$ cat src/rtl/a2d_arbiter.sv
// Round-robin arbiter sharing one SPI A2D converter among four requesters.
// One conversion is outstanding at a time, and a watchdog abandons a conversion that never completes.
module a2d_arbiter #(
  parameter int unsigned TIMEOUT = 4096,
  parameter int unsigned TO_W    = 12
) (
  input  logic        clk,
  input  logic        rst_n,
  input  logic [3:0]  req,
  input  logic [11:0] chnnl_req,
  output logic [3:0]  gnt,
  output logic [3:0]  done,
  output logic [11:0] res_out,
  output logic        err,
  output logic        strt_cnv,
  output logic [2:0]  chnnl,
  input  logic        cnv_cmplt,
  input  logic [11:0] res
);

  typedef enum logic [1:0] {IDLE, START, BUSY} state_t;

  localparam logic [TO_W-1:0] TO_LAST = TO_W'(TIMEOUT - 1);
  localparam logic [TO_W-1:0] CNT_ONE = TO_W'(1);

  state_t            r_state, w_state_nxt;
  logic [3:0]        r_gnt, r_done;
  logic [11:0]       r_res_out;
  logic              r_err;
  logic [2:0]        r_chnnl;
  logic [TO_W-1:0]   r_cnt;
  logic [1:0]        r_last;

  logic [3:0]        w_elig;
  logic              w_found;
  logic [1:0]        w_win;
  logic [1:0]        w_idx;
  logic [2:0]        w_chsel;
  logic              w_tout;

  assign w_tout = (r_cnt == TO_LAST);

  // A requester that is pulsing done this cycle is masked, so it cannot be re-granted immediately.
  always_comb begin
    w_elig  = req & ~r_done;
    w_found = 1'b0;
    w_win   = r_last;
    w_idx   = r_last;
    for (int unsigned k = 1; k <= 4; k++) begin
      w_idx = r_last + 2'(k);
      if (!w_found && w_elig[w_idx]) begin
        w_found = 1'b1;
        w_win   = w_idx;
      end
    end
    case (w_win)
      2'd0:    w_chsel = chnnl_req[2:0];
      2'd1:    w_chsel = chnnl_req[5:3];
      2'd2:    w_chsel = chnnl_req[8:6];
      default: w_chsel = chnnl_req[11:9];
    endcase
  end

  always_comb begin
    w_state_nxt = r_state;
    case (r_state)
      IDLE:    if (w_found) w_state_nxt = START;
      START:   w_state_nxt = BUSY;
      BUSY:    if (cnv_cmplt || w_tout) w_state_nxt = IDLE;
      default: w_state_nxt = IDLE;
    endcase
  end

  always_ff @(posedge clk or negedge rst_n) begin
    if (!rst_n) r_state <= IDLE;
    else        r_state <= w_state_nxt;
  end

  always_ff @(posedge clk or negedge rst_n) begin
    if (!rst_n) begin
      r_gnt     <= '0;
      r_done    <= '0;
      r_res_out <= '0;
      r_err     <= 1'b0;
      r_chnnl   <= '0;
      r_cnt     <= '0;
      r_last    <= 2'd3;
    end else begin
      r_done <= '0;
      r_err  <= 1'b0;
      case (r_state)
        IDLE: begin
          if (w_found) begin
            r_gnt   <= 4'b0001 << w_win;
            r_last  <= w_win;
            r_chnnl <= w_chsel;
          end
        end
        START: r_cnt <= '0;
        BUSY: begin
          r_cnt <= r_cnt + CNT_ONE;
          // Completion takes precedence over a coincident timeout.
          if (cnv_cmplt) begin
            r_res_out <= res;
            r_done    <= r_gnt;
            r_gnt     <= '0;
          end else if (w_tout) begin
            r_done <= r_gnt;
            r_err  <= 1'b1;
            r_gnt  <= '0;
          end
        end
        default: ;
      endcase
    end
  end

  assign gnt      = r_gnt;
  assign done     = r_done;
  assign res_out  = r_res_out;
  assign err      = r_err;
  assign chnnl    = r_chnnl;
  assign strt_cnv = (r_state == START);

endmodule

$ cat config.mk
export PLATFORM = sky130hd
export DESIGN_NAME = a2d_arbiter
export DESIGN_NICKNAME = d
export VERILOG_FILES = /design/src/rtl/a2d_arbiter.sv
export SDC_FILE = /design/constraint.sdc
export NUM_CORES = 1
export LEC_CHECK = 0
export ABC_AREA = 1
export BUFFER_PORTS_ARGS = -buffer_cell sky130_fd_sc_hd__buf_2
export CAP_MARGIN = 20
export CORE_ASPECT_RATIO = 1.25
export CORE_MARGIN = 2
export CORE_UTILIZATION = 55
export DETAILED_ROUTE_END_ITERATION = 8
export PLACE_DENSITY = 0.83
export SYNTH_ARGS = -nofsm -noshare
export SYNTH_HDL_FRONTEND = slang
export SYNTH_SLANG_ARGS = --single-unit
$ cat constraint.sdc
create_clock -name clk -period 4.47 [get_ports clk]
set_input_delay 0.2235 -clock clk [delete_from_list [all_inputs] [get_ports clk]]
set_output_delay 0.2235 -clock clk [all_outputs]
set_load 0.05 [all_outputs]
# [After elaboration in Yosys (flattened, before gate mapping)]
# Index checks and enable logic that the tools add are counted.
[classes] add_sub_neg=4 order_cmp=4 eq_ne=8 shifts=1 muxes=31 bitwise=2 reduce_logical=15
[ops] cell="two-way mux 4 bit" count=6
[ops] cell="case mux 12 bit (2 select lines)" count=1
[ops] cell="adder 12 x 1 -> 12 bit, second input constant" count=1
[ops] cell="== test 12 bit, second input constant" count=1
[ops] cell="less-than comparator 2 x 3 -> 1 bit, second input constant" count=4
[ops] cell="two-way mux 2 bit" count=6
[ops] cell="two-way mux 1 bit" count=11
[ops] cell="case mux 3 bit (3 select lines)" count=1
[ops] cell="binary-select mux 1 bit (select 2 bit)" count=4
[ops] cell="case mux 4 bit (2 select lines)" count=1
[ops] cell="case mux 2 bit (3 select lines)" count=1
[ops] cell="AND reduction 2 bit" count=3
[ops] cell="adder 2 bit, second input constant" count=2
[ops] cell="AND 4 bit" count=1
[ops] cell="== test 2 x 1 -> 1 bit, second input constant" count=2
[ops] cell="== test 2 bit, second input constant" count=2
[ops] cell="zero test 2 bit" count=2
[ops] cell="!= test 2 bit, second input constant" count=2
[ops] cell="inverter 4 bit" count=1
[ops] cell="nonzero test 2 bit" count=2
[ops] cell="<< shifter 1 x 2 -> 4 bit, first input constant" count=1
[ops] cell="logical AND 1 bit" count=3
[ops] cell="zero test 1 bit" count=3
[ops] cell="!= test 3 bit, second input constant" count=1
[ops] cell="other kinds (3)" count=3
[word_totals] regBits=40 input_bits=31 out_inout_bits=25 word_cells=73

# [Longest topological paths before layout]
# Gate-level depths: netlist of the first run.
[logic_depth] ltp_word=17 mapped_depth=16

# [Least setup slack after synthesis of the first run]
# Ideal clock, no wire load.
[synth_path] path_kind="flip-flop to flip-flop" start="reg r_done[1], in the netlist done[1]" end="reg r_chnnl[0], in the netlist chnnl[0]" setup_time_ps=118 t_arrival_ps=1763 setup_slack_ps=2589 stages_incl_launch_ff=15 n_path_buf=1 synth_period_minus_slack_ps=1881 cell_sequence="dfrtp_1 > inv_1 > nand3_1 > nand3_1 > nand2_4 > nand2_2 > nand2_1 > nand2_1 > nand3_2 > nand2_2 > buf_6 > o21bai_2 > nand3_1 > nand2_1 > nand2_1"
[synth_via] elab_chain_cells=16 word_cells_on_any_way=29
[synth_rtl] item="start, declared" line="27" source="logic [3:0] r_gnt, r_done;"
[synth_rtl] item="start signal, assigned" line="105" source="r_done <= r_gnt;"
[synth_rtl] item="start signal, assigned" line="108" source="r_done <= r_gnt;"
[synth_rtl] item="inverter 4 bit (*)" line="45" source="w_elig = req & ~r_done;"
[synth_rtl] item="AND 4 bit (*)" line="45"
[synth_rtl] item="binary-select mux 1 bit (select 2 bit)" line="51" source="if (!w_found && w_elig[w_idx]) begin"
[synth_rtl] item="two-way mux 1 bit (not written as such)" line="51"
[synth_rtl] item="two-way mux 1 bit" line="51"
[synth_rtl] item="zero test 1 bit" line="51"
[synth_rtl] item="logical AND 1 bit" line="51"
[synth_rtl] item="two-way mux 1 bit" line="51"
[synth_rtl] item="zero test 1 bit" line="51"
[synth_rtl] item="logical AND 1 bit" line="51"
[synth_rtl] item="two-way mux 1 bit" line="51"
[synth_rtl] item="zero test 1 bit" line="51"
[synth_rtl] item="logical AND 1 bit" line="51"
[synth_rtl] item="two-way mux 2 bit" line="51"
[synth_rtl] item="== test 2 bit (tied with other cells)" line="56" source="case (w_win)"
[synth_rtl] item="case mux 3 bit (3 select lines)" line="56"
[synth_rtl] item="end signal, assigned" line="96" source="r_chnnl <= w_chsel;"
[synth_rtl] item="end, declared" line="30" source="logic [2:0] r_chnnl;"
# Every way passes the cells marked *; elsewhere a longest branch is shown, timed or not. The select of a mux whose other input is x is not followed.
# A chain may end at the register's enable or synchronous reset.

# [Worst setup path after layout of the first run]
[layout_path] start="reg r_last[0]" end="reg r_chnnl[0], in the netlist chnnl[0]"
[layout_via] elab_chain_cells=15 word_cells_on_any_way=30
[layout_rtl] item="start, declared" line="32" source="logic [1:0] r_last;"
[layout_rtl] item="start signal, assigned" line="95" source="r_last <= w_win;"
[layout_rtl] item="adder 2 x 1 -> 2 bit" line="50" source="w_idx = r_last + 2'(k);"
[layout_rtl] item="binary-select mux 1 bit (select 2 bit)" line="51"
[layout_rtl] item="two-way mux 1 bit (not written as such)" line="51"
[layout_rtl] item="two-way mux 1 bit" line="51"
[layout_rtl] item="zero test 1 bit" line="51"
[layout_rtl] item="logical AND 1 bit" line="51"
[layout_rtl] item="two-way mux 1 bit" line="51"
[layout_rtl] item="zero test 1 bit" line="51"
[layout_rtl] item="logical AND 1 bit" line="51"
[layout_rtl] item="two-way mux 1 bit" line="51"
[layout_rtl] item="zero test 1 bit" line="51"
[layout_rtl] item="logical AND 1 bit" line="51"
[layout_rtl] item="two-way mux 2 bit" line="51"
[layout_rtl] item="== test 2 bit (tied with other cells)" line="56"
[layout_rtl] item="case mux 3 bit (3 select lines)" line="56"
# Several ways; a longest one is shown, not always the timed one. The select of a mux whose other input is x is not followed.

==> results of run 1 <==
## layer usage
metal  GRT usage, %  part of all wire, %  up-vias
li1               -                    -      897
met1           24.4                   39      852
met2           37.7                   55       48
met5              0                    0        -
met4           5.93                 0.70        0
met3           5.04                  4.6        4
## path summary, 6_finish.rpt
path	end	startpoint	slack (ns)
max in group asynchronous	r_cnt[2]$_DFFE_PN0P_	rst_n	3.90
setup reg to reg	chnnl[0]$_DFFE_PN0P_	r_last[0]$_DFFE_PN1P_	2.38
min in group clk	err$_DFF_PN0_	cnv_cmplt	0.13
hold reg to reg	chnnl[1]$_DFFE_PN0P_	chnnl[1]$_DFFE_PN0P_	0.48
hold / removal	r_cnt[3]$_DFFE_PN0P_	rst_n	0.03
setup / recovery	chnnl[0]$_DFFE_PN0P_	r_last[0]$_DFFE_PN1P_	2.38
## final cells by class
type | count | area (um2)
Clock buffer | 6 | 72.6
Timing Repair Buffer | 55 | 275
Fill cell | 319 | 1210
Multi-Input combinational cell | 160 | 997
Clock inverter | 2 | 35.0
Tap cell | 54 | 67.6
Sequential cell | 40 | 1000
Inverter | 32 | 125
## critical path, delay by kind of cell, from the launching register on
family                 cells  cell delay [ns]
and+or+nand+nor           10             1.26
buffers and inverters      1             0.03
DFF                        1             0.67
## state kept, by name (all words and copies together), names as in the netlist
signal / cells
r_cnt: 12
res_out: 12
done: 4
gnt: 4
chnnl: 3
r_last: 2
r_state: 2
err: 1
## cell usage after synthesis (all sizes together)
cell / n / area share [%]
a21oi: 12 / 2.8
nor3b: 2 / 0.69
nand3b: 3 / 1.0
o21a: 1 / 0.35
a31o: 1 / 0.40
mux2: 12 / 6.2
buf: 4 / 1.7
nor3: 3 / 0.69
o22ai: 3 / 0.87
inv: 32 / 5.8
o21ai: 9 / 2.3
a31oi: 1 / 0.29
ha: 4 / 2.3
clkbuf: 1 / 0.17
nand2: 52 / 10
dfrtp: 38 / 44
dfstp: 2 / 2.4
nand3: 30 / 10
a211oi: 2 / 0.69
o21bai: 3 / 1.9
nand4: 6 / 1.7
a311oi: 1 / 0.40
nor2: 15 / 2.6
## power by group
group	internal, W	switching [W]	leakage, nW	total (W)
Clock	0.000165	0.000113	0.0552	0.000279
Combinational	0.000388	0.000909	0.764	0.00130
Sequential	0.000482	0.0000763	0.514	0.000558
## metrics by stage
stage          setup slack (ns)  power [W]
2_1_floorplan              2.59    0.00166
3_3_place_gp               2.45    0.00184
3_5_place_dp               2.38    0.00187
4_1_cts                    2.37    0.00215
5_1_grt                    2.15    0.00231
6_report                   2.38    0.00213
## cells by family (layout without fill, tap and decap cells)
kind of cell	Yosys count	count (layout)	share of synthesized area [%]
AND/OR/NAND/NOR	111	111	27.5
adder cells (fa/ha/maj)	4	4	2.31
buffers and inverters	37	95	7.68
AO/OA/AOI/OAI	33	33	9.93
multiplexers	12	12	6.24
flip-flops	40	40	46.3
==> results.json, run 1 <==
{
  "cts_setup_buffers": 0,
  "crit_type": "reg2reg",
  "rr_worst_depth": 11,
  "syn_inst": 237,
  "num_io_pins": 56,
  "place.gp.congestion": 0.824,
  "postRouteAntennaNets": 0,
  "hold_viol_final": 0,
  "h-tree-depth": 2,
  "path_max_fanout": 13,
  "grt_max_degree": 41,
  "post_cts_resized": 0,
  "overflow": 0,
  "rsz0062_at_grt": "false",
  "cts_tree": "built",
  "synth.net_count": 272,
  "mostFrequentLayoutCells": "buf_2 (55), nand2_1 (44), dfrtp_1 (38), inv_1 (29), nand3_1 (18)",
  "p_leak_nw": 1.33,
  "cp.arrival_ns": 2.26,
  "min_path_type": "in2async",
  "grt_pass1_vias": 1676,
  "post-route-util_pct": 68.1,
  "worstSetupStartpointType": "flop",
  "ys_seq_area_share_pct": 46.3,
  "die_h_um": 74.2,
  "viasPerCell": 5.16,
  "outcome": "completed",
  "antenna_cells": 0,
  "ys_seq_elements": 40,
  "die_w_um": 60.1,
  "die-area_um2": 4460,
  "finClkSkew_ns": 0.00667,
  "path_clk_slew_ns": 0.07,
  "hold_buffers": 0,
  "syn_area_um2": 2170,
  "finalSetupTns_ns": 0,
  "wire_per_inst_um": 12.2,
  "endpoint_kind": "flop",
  "drv_slew": 0,
  "area_growth_syn_to_layout_pct": 18.9,
  "grt_pass1_wl_mm": 7.14,
  "initial_core_util_pct": 57.3,
  "whs_ns": 0.0317,
  "vias": 1801,
  "place_inst": 341,
  "drt_wl_total_mm": 4.27,
  "crit_slowest_cell": "dfstp_2",
  "min_period_over_period_pct": 46.7,
  "clk_latency_ns": 0.28,
  "drtPass1Iterations": 4,
  "finalSetupViolCount": 0,
  "drtIter0Drc": 100,
  "cts-root-buf": "clkbuf_8",
  "yosysWarnings": 0,
  "core_area_um2": 3780,
  "maxSlewHeadroom_pct": 44.7,
  "num_rows": 25,
  "drv_cap": 0,
  "post-route-cell-area_um2": 2580,
  "drc": 0,
  "clock_sinks": 40,
  "max_freq_mhz": 479,
  "cp.required_ns": 4.65,
  "grt.total_usage_pct": 20.9,
  "worst_pin_slew_ns": 0.830,
  "ys_types": 32,
  "hpwl_mm": 3.33,
  "crit_chain": "nand3_1 > nand3_4 > nand3_1 > nand3_1 > nand3_2 > nand2_2 > nand3b_1 > nand2_1 > inv_1 > nand2_1 > nand2_1",
  "power_density_nw_per_um2": 828,
  "mostFrequentLayoutCell": "buf_2",
  "dpl_cell_area_um2": 2470,
  "nets": 329,
  "fin_crit_ns": 2.09,
  "ir_drop_mv": 0.473,
  "numCtsBuffers": 5,
  "antenna_found_initial": 0,
  "drive_gt1_share_pct": 35.3,
  "slowest_delay_ns": 0.67,
  "port_buffers": 55,
  "postSynthAreaPerCell_um2": 9.14,
  "clockBufferDepth": 2,
  "final_cells": 349
}
Power figures use the tool's default switching activity.
==> inputs of run 2 (changes only) <==
==> config.mk (replaced) <==
export PLATFORM = sky130hd
export DESIGN_NAME = a2d_arbiter
export DESIGN_NICKNAME = d
export VERILOG_FILES = /design/src/rtl/a2d_arbiter.sv
export SDC_FILE = /design/constraint.sdc
export NUM_CORES = 1
export LEC_CHECK = 0
export ABC_AREA = 0
export BUFFER_PORTS_ARGS = -buffer_cell sky130_fd_sc_hd__buf_2
export CAP_MARGIN = 20
export CORE_ASPECT_RATIO = 1.25
export CORE_MARGIN = 2
export CORE_UTILIZATION = 51
export DETAILED_ROUTE_END_ITERATION = 8
export PLACE_DENSITY = 0.78
export SYNTH_ARGS = -nofsm -noshare
export SYNTH_HDL_FRONTEND = slang
export SYNTH_SLANG_ARGS = --single-unit
==> constraint.sdc (replaced) <==
create_clock -name clk -period 2 [get_ports clk]
set_input_delay 0.1 -clock clk [delete_from_list [all_inputs] [get_ports clk]]
set_output_delay 0.1 -clock clk [all_outputs]
set_load 0.05 [all_outputs]
==> results.json, run 2 <==
{
  "post_cts_resized": 0,
  "max_freq_mhz": 545,
  "worst_pin_slew_ns": 0.511,
  "antenna_cells": 0,
  "drv_slew": 0,
  "finClkSkew_ns": 0.00283,
  "drc": 0,
  "ys_types": 46,
  "die-area_um2": 4400,
  "place_inst": 273,
  "slowest_delay_ns": 0.41,
  "clock_sinks": 40,
  "ys_seq_elements": 40,
  "total_power_w": 0.00390,
  "vias": 1569,
  "drtIter0Drc": 87,
  "drv_cap": 0,
  "finalSetupViolCount": 0,
  "path_clk_slew_ns": 0.08,
  "grt_pass1_vias": 1544,
  "synthTopCellsByCount": "dfrtp_1 (38), nor2_1 (13), mux2_2 (12)",
  "power_density_nw_per_um2": 1580,
  "postRouteAntennaNets": 0,
  "wire_per_inst_um": 15.3,
  "mostFrequentLayoutCell": "buf_2",
  "h-tree-depth": 2,
  "hold_buffers": 1,
  "synth_edf_count": 0,
  "finalSetupTns_ns": 0,
  "drtPass1Iterations": 4,
  "fin_crit_ns": 1.83,
  "overflow": 0,
  "num_rows": 25,
  "die_h_um": 73.7,
  "crit_type": "reg2reg",
  "synth.top_cell.area_share_pct": 48.0,
  "grt.total_usage_pct": 21.3,
  "core_area_um2": 3750,
  "place.gp.congestion": 0.875,
  "synth.net_count": 211,
  "path_buf_inv": 1,
  "synth.most_common_cell": "dfrtp_1",
  "whs_ns": 0.0343,
  "nets": 276,
  "clockBufferDepth": 2,
  "drive_gt1_share_pct": 37.6,
  "area_growth_syn_to_layout_pct": 24.6,
  "grt_pass1_wl_mm": 6.93,
  "postSynthAreaPerCell_um2": 11.2,
  "cts-root-buf": "clkbuf_8",
  "antenna_found_initial": 0,
  "path_delay_family": "simple AND/OR/NAND/NOR gates",
  "syn_area_um2": 1980,
  "outcome": "completed",
  "cp.arrival_ns": 2.04,
  "min_path_type": "in2reg",
  "synth_top_cells_by_area": "dfrtp_1 (48%), mux2_2 (6.8%), dfstp_2 (2.7%)",
  "maxSlewHeadroom_pct": 65.9,
  "min_period_over_period_pct": 91.7,
  "ys_seq_area_share_pct": 50.7,
  "port_buffers": 55,
  "numCtsBuffers": 5,
  "cts_tree": "built",
  "mostFrequentLayoutCells": "buf_2 (55), dfrtp_1 (37), nor2_1 (13), mux2_2 (12)",
  "viasPerCell": 5.56,
  "path_max_fanout": 7,
  "hold_viol_final": 0,
  "cts_setup_buffers": 0,
  "crit_chain": "nor2b_1 > o21ai_0 > nor4bb_1 > buf_4 > a32oi_1 > o211ai_1",
  "grt_max_degree": 23,
  "synthArstFlopShare_pct": 100,
  "yosysWarnings": 0,
  "num_io_pins": 56,
  "final_cells": 282,
  "drt_wl_total_mm": 4.31,
  "ir_drop_mv": 0.775,
  "yosysTopAreaCell": "dfrtp_1",
  "rsz0062_at_grt": "false",
  "p_leak_nw": 1.23,
  "hpwl_mm": 3.26,
  "cp.required_ns": 2.20,
  "syn_inst": 176,
  "worstSetupStartpointType": "flop",
  "die_w_um": 59.7,
  "initial_core_util_pct": 52.7,
  "endpoint_kind": "flop",
  "synth_flop_cell": "dfrtp_1",
  "clk_latency_ns": 0.29,
  "crit_slowest_cell": "nor4bb_1"
}
==> run 2: cell type report <==
cell class	count	area [um2]
Clock buffer	6	82.6
Clock inverter	2	38.8
Fill cell	313	1290
Inverter	9	33.8
Multi-Input combinational cell	123	926
Sequential cell	40	1000
Tap cell	40	50.0
Timing Repair Buffer	62	330
==> run 2: layer usage <==
layer  vias up  part of all wire, %  GRT usage (%)
li1        761                    -              -
met1       763                   41           25.3
met2        37                   54           37.3
met3         8                  3.2           4.93
met4         0                  1.8           6.91
met5         -                    0              0
==> run 2: stage by stage <==
stage	worst slack [ns]	util, %	instance area (um2)
after global routing	0.0658	65.7	2470
after CTS	0.188	65.7	2470
after global placement	0.293	62.2	2330
final	0.165	65.7	2470
after floorplan	0.118	-	1980
after detailed placement	0.219	62.2	2330
==> run 2: final timing paths <==
path / start / to / slack (ns) / cells past startpoint
setup / recovery: done[1]$_DFF_PN0_ / chnnl[1]$_DFFE_PN0P_ / 0.17 / 6
hold / removal: res[10] / res_out[10]$_DFFE_PN0P_ / 0.03 / 2
setup reg to reg: done[1]$_DFF_PN0_ / chnnl[1]$_DFFE_PN0P_ / 0.17 / 6
hold reg to reg: res_out[10]$_DFFE_PN0P_ / res_out[10]$_DFFE_PN0P_ / 0.50 / 1
max in group asynchronous: rst_n / r_last[0]$_DFFE_PN1P_ / 1.03 / 3
min in group asynchronous: rst_n / res_out[1]$_DFFE_PN0P_ / 0.28 / 2
==> run 2: report_power, final <==
part	total [W]	leakage [nW]	internal, W	switching, W
clock	0.000683	0.0614	0.000408	0.000276
combinational	0.00199	0.657	0.000618	0.00137
sequential	0.00123	0.514	0.00107	0.000156
==> run 2: logic make-up after synthesis <==
| kind of cell | synth area share (%) |
|---|---|
| simple gates | 18.3 |
| flops | 50.7 |
| compound gates | 13.2 |
| mux | 9.61 |
| buf+inv | 2.53 |
| xor+xnor | 3.10 |
| fa+ha+maj | 2.53 |
==> inputs of run 3 (changes only) <==
--- a/config.mk
+++ b/config.mk
@@ -10,9 +10,9 @@
 export CAP_MARGIN = 20
 export CORE_ASPECT_RATIO = 1.25
 export CORE_MARGIN = 2
-export CORE_UTILIZATION = 51
+export CORE_UTILIZATION = 35
+export CTS_CLUSTER_DIAMETER = 120
 export DETAILED_ROUTE_END_ITERATION = 8
-export PLACE_DENSITY = 0.78
 export SYNTH_ARGS = -nofsm -noshare
 export SYNTH_HDL_FRONTEND = slang
 export SYNTH_SLANG_ARGS = --single-unit
==> constraint.sdc (replaced) <==
create_clock -name clk -period 2.2 [get_ports clk]
set_input_delay 0.11 -clock clk [delete_from_list [all_inputs] [get_ports clk]]
set_output_delay 0.11 -clock clk [all_outputs]
set_load 0.05 [all_outputs]
==> results.json, run 3 (same netlist as run 2, synthesis figures left out) <==
{
  "min_path_type": "in2reg",
  "crit_chain": "and2b_1 > nor4_1 > a21o_1 > mux2_4",
  "initial_core_util_pct": 36.4,
  "overflow": 0,
  "outcome": "completed",
  "cp.required_ns": 2.38,
  "cts_tree": "built",
  "p_leak_nw": 1.20,
  "place.gp.congestion": 0.850,
  "clockPowerShare_pct": 14.3,
  "die_w_um": 71.3,
  "antenna_cells": 0,
  "crit_slowest_cell": "nor4_1",
  "hold_viol_final": 0,
  "met3_usage_pct": 4.49,
  "nets": 273,
  "rsz0062_at_grt": "false",
  "clock_sinks": 40,
  "wire_per_inst_um": 13.5,
  "grt_pass1_vias": 1531,
  "finalSetupTns_ns": 0,
  "drv_cap": 0,
  "die-area_um2": 6280,
  "power_density_nw_per_um2": 1380,
  "path_max_fanout": 6,
  "hpwl_mm": 3.11,
  "h-tree-depth": 2,
  "p_int_w": 0.00174,
  "mostFrequentLayoutCells": "buf_2 (55), dfrtp_1 (38), nor2_1 (13), mux2_2 (12)",
  "p_switching_w": 0.00162,
  "mostFrequentLayoutCell": "buf_2",
  "grt_pass1_wl_mm": 6.84,
  "maxSlewHeadroom_pct": 42.5,
  "drive_gt1_share_pct": 36.0,
  "cts-root-buf": "clkbuf_8",
  "drtPass1Iterations": 4,
  "drtIter0Drc": 37,
  "num_io_pins": 56,
  "use_met2_pct": 23.1,
  "antenna_found_initial": 0,
  "total_power_w": 0.00336,
  "port_buffers": 55,
  "area_growth_syn_to_layout_pct": 23.1,
  "clockBufferDepth": 2,
  "min_period_over_period_pct": 83.1,
  "place_ws_ns": 0.390,
  "nFillCells": 553,
  "drv_slew": 0,
  "path_clk_slew_ns": 0.08,
  "crit_type": "reg2reg",
  "die_h_um": 88.1,
  "core_area_um2": 5440,
  "slowest_delay_ns": 0.56,
  "drt_wl_total_mm": 4.10,
  "busiest_layer": "met2",
  "numCtsBuffers": 5,
  "worstSetupStartpointType": "flop",
  "dpl_cell_area_um2": 2340,
  "cp.arrival_ns": 2.01,
  "drc": 0,
  "grt_max_degree": 41,
  "pwr-share-comb_pct": 52.6,
  "num_rows": 30,
  "swShare_pct": 48.3,
  "postRouteAntennaNets": 0,
  "clk_latency_ns": 0.30,
  "finClkSkew_ns": 0.0105,
  "max_freq_mhz": 547,
  "finalWorstSetupSlack_ns": 0.373,
  "vias": 1538,
  "p_seq_share_pct": 33.1,
  "grt.total_usage_pct": 14.0,
  "post-route-cell-area_um2": 2440,
  "finalSetupViolCount": 0,
  "endpoint_kind": "flop",
  "path_buf_inv": 0,
  "use_met1_pct": 17.1,
  "path_delay_family": "simple AND/OR/NAND/NOR gates",
  "viasPerCell": 5.08,
  "worst_pin_slew_ns": 0.862,
  "fin_crit_ns": 1.83,
  "ir_drop_mv": 0.638
}
run 3: final timing paths:
path	depth (start not counted)	slack (ns)	endpoint	from
hold reg to reg	1	0.51	res_out[9]$_DFFE_PN0P_	res_out[9]$_DFFE_PN0P_
setup reg to reg	4	0.37	r_state[1]$_DFFE_PN0P_	done[0]$_DFF_PN0_
hold / removal	2	0.03	res_out[0]$_DFFE_PN0P_	res[0]
min in group asynchronous	2	0.46	res_out[5]$_DFFE_PN0P_	rst_n
setup / recovery	4	0.37	r_state[1]$_DFFE_PN0P_	done[0]$_DFF_PN0_
max in group asynchronous	2	1.18	r_cnt[11]$_DFFE_PN0P_	rst_n
run 3: through the flow:
step                util, %  cells  hold slack, ns
global route           44.8    303          0.0239
finish                 44.8    303          0.0349
floorplan                 -    176          -0.186
detailed placement     43.0    294           0.289
global placement       43.0    294           0.289
CTS                    44.8    303          0.0308
run 3: power groups by stage:
stage / sequential, W / combinational, W / clock (W)
detailed placement: 0.00113 / 0.00179 / 0
global route: 0.00115 / 0.00191 / 0.000527
floorplan: 0.00171 / 0.000756 / 0
CTS: 0.00112 / 0.00180 / 0.000496
global placement: 0.00113 / 0.00178 / 0
finish: 0.00111 / 0.00177 / 0.000480
run 3: repair_timing:
item	4_1_cts	5_1_grt
hold buffers	1	0
endpoints found under the hold margin	38	0
setup buffers	0	0
gates resized for setup	0	0
run 3: layout make-up:
| cell class | count | area, um2 | area share, % |
|---|---|---|---|
| multi-input combinational | 123 | 926 | 38.0 |
| clock inverter | 2 | 12.5 | 0.514 |
| inverter | 9 | 33.8 | 1.39 |
| clock buffer | 6 | 72.6 | 2.98 |
| sequential | 40 | 1000 | 41.2 |
| timing repair buffer | 59 | 308 | 12.6 |
| tap | 64 | 80.1 | 3.29 |
run 3: per-layer routing:
metal	vias to the layer above	part of all wire [%]
li1	753	-
met1	745	43
met2	34	51
met3	6	4.9
met4	0	1.4
met5	-	0
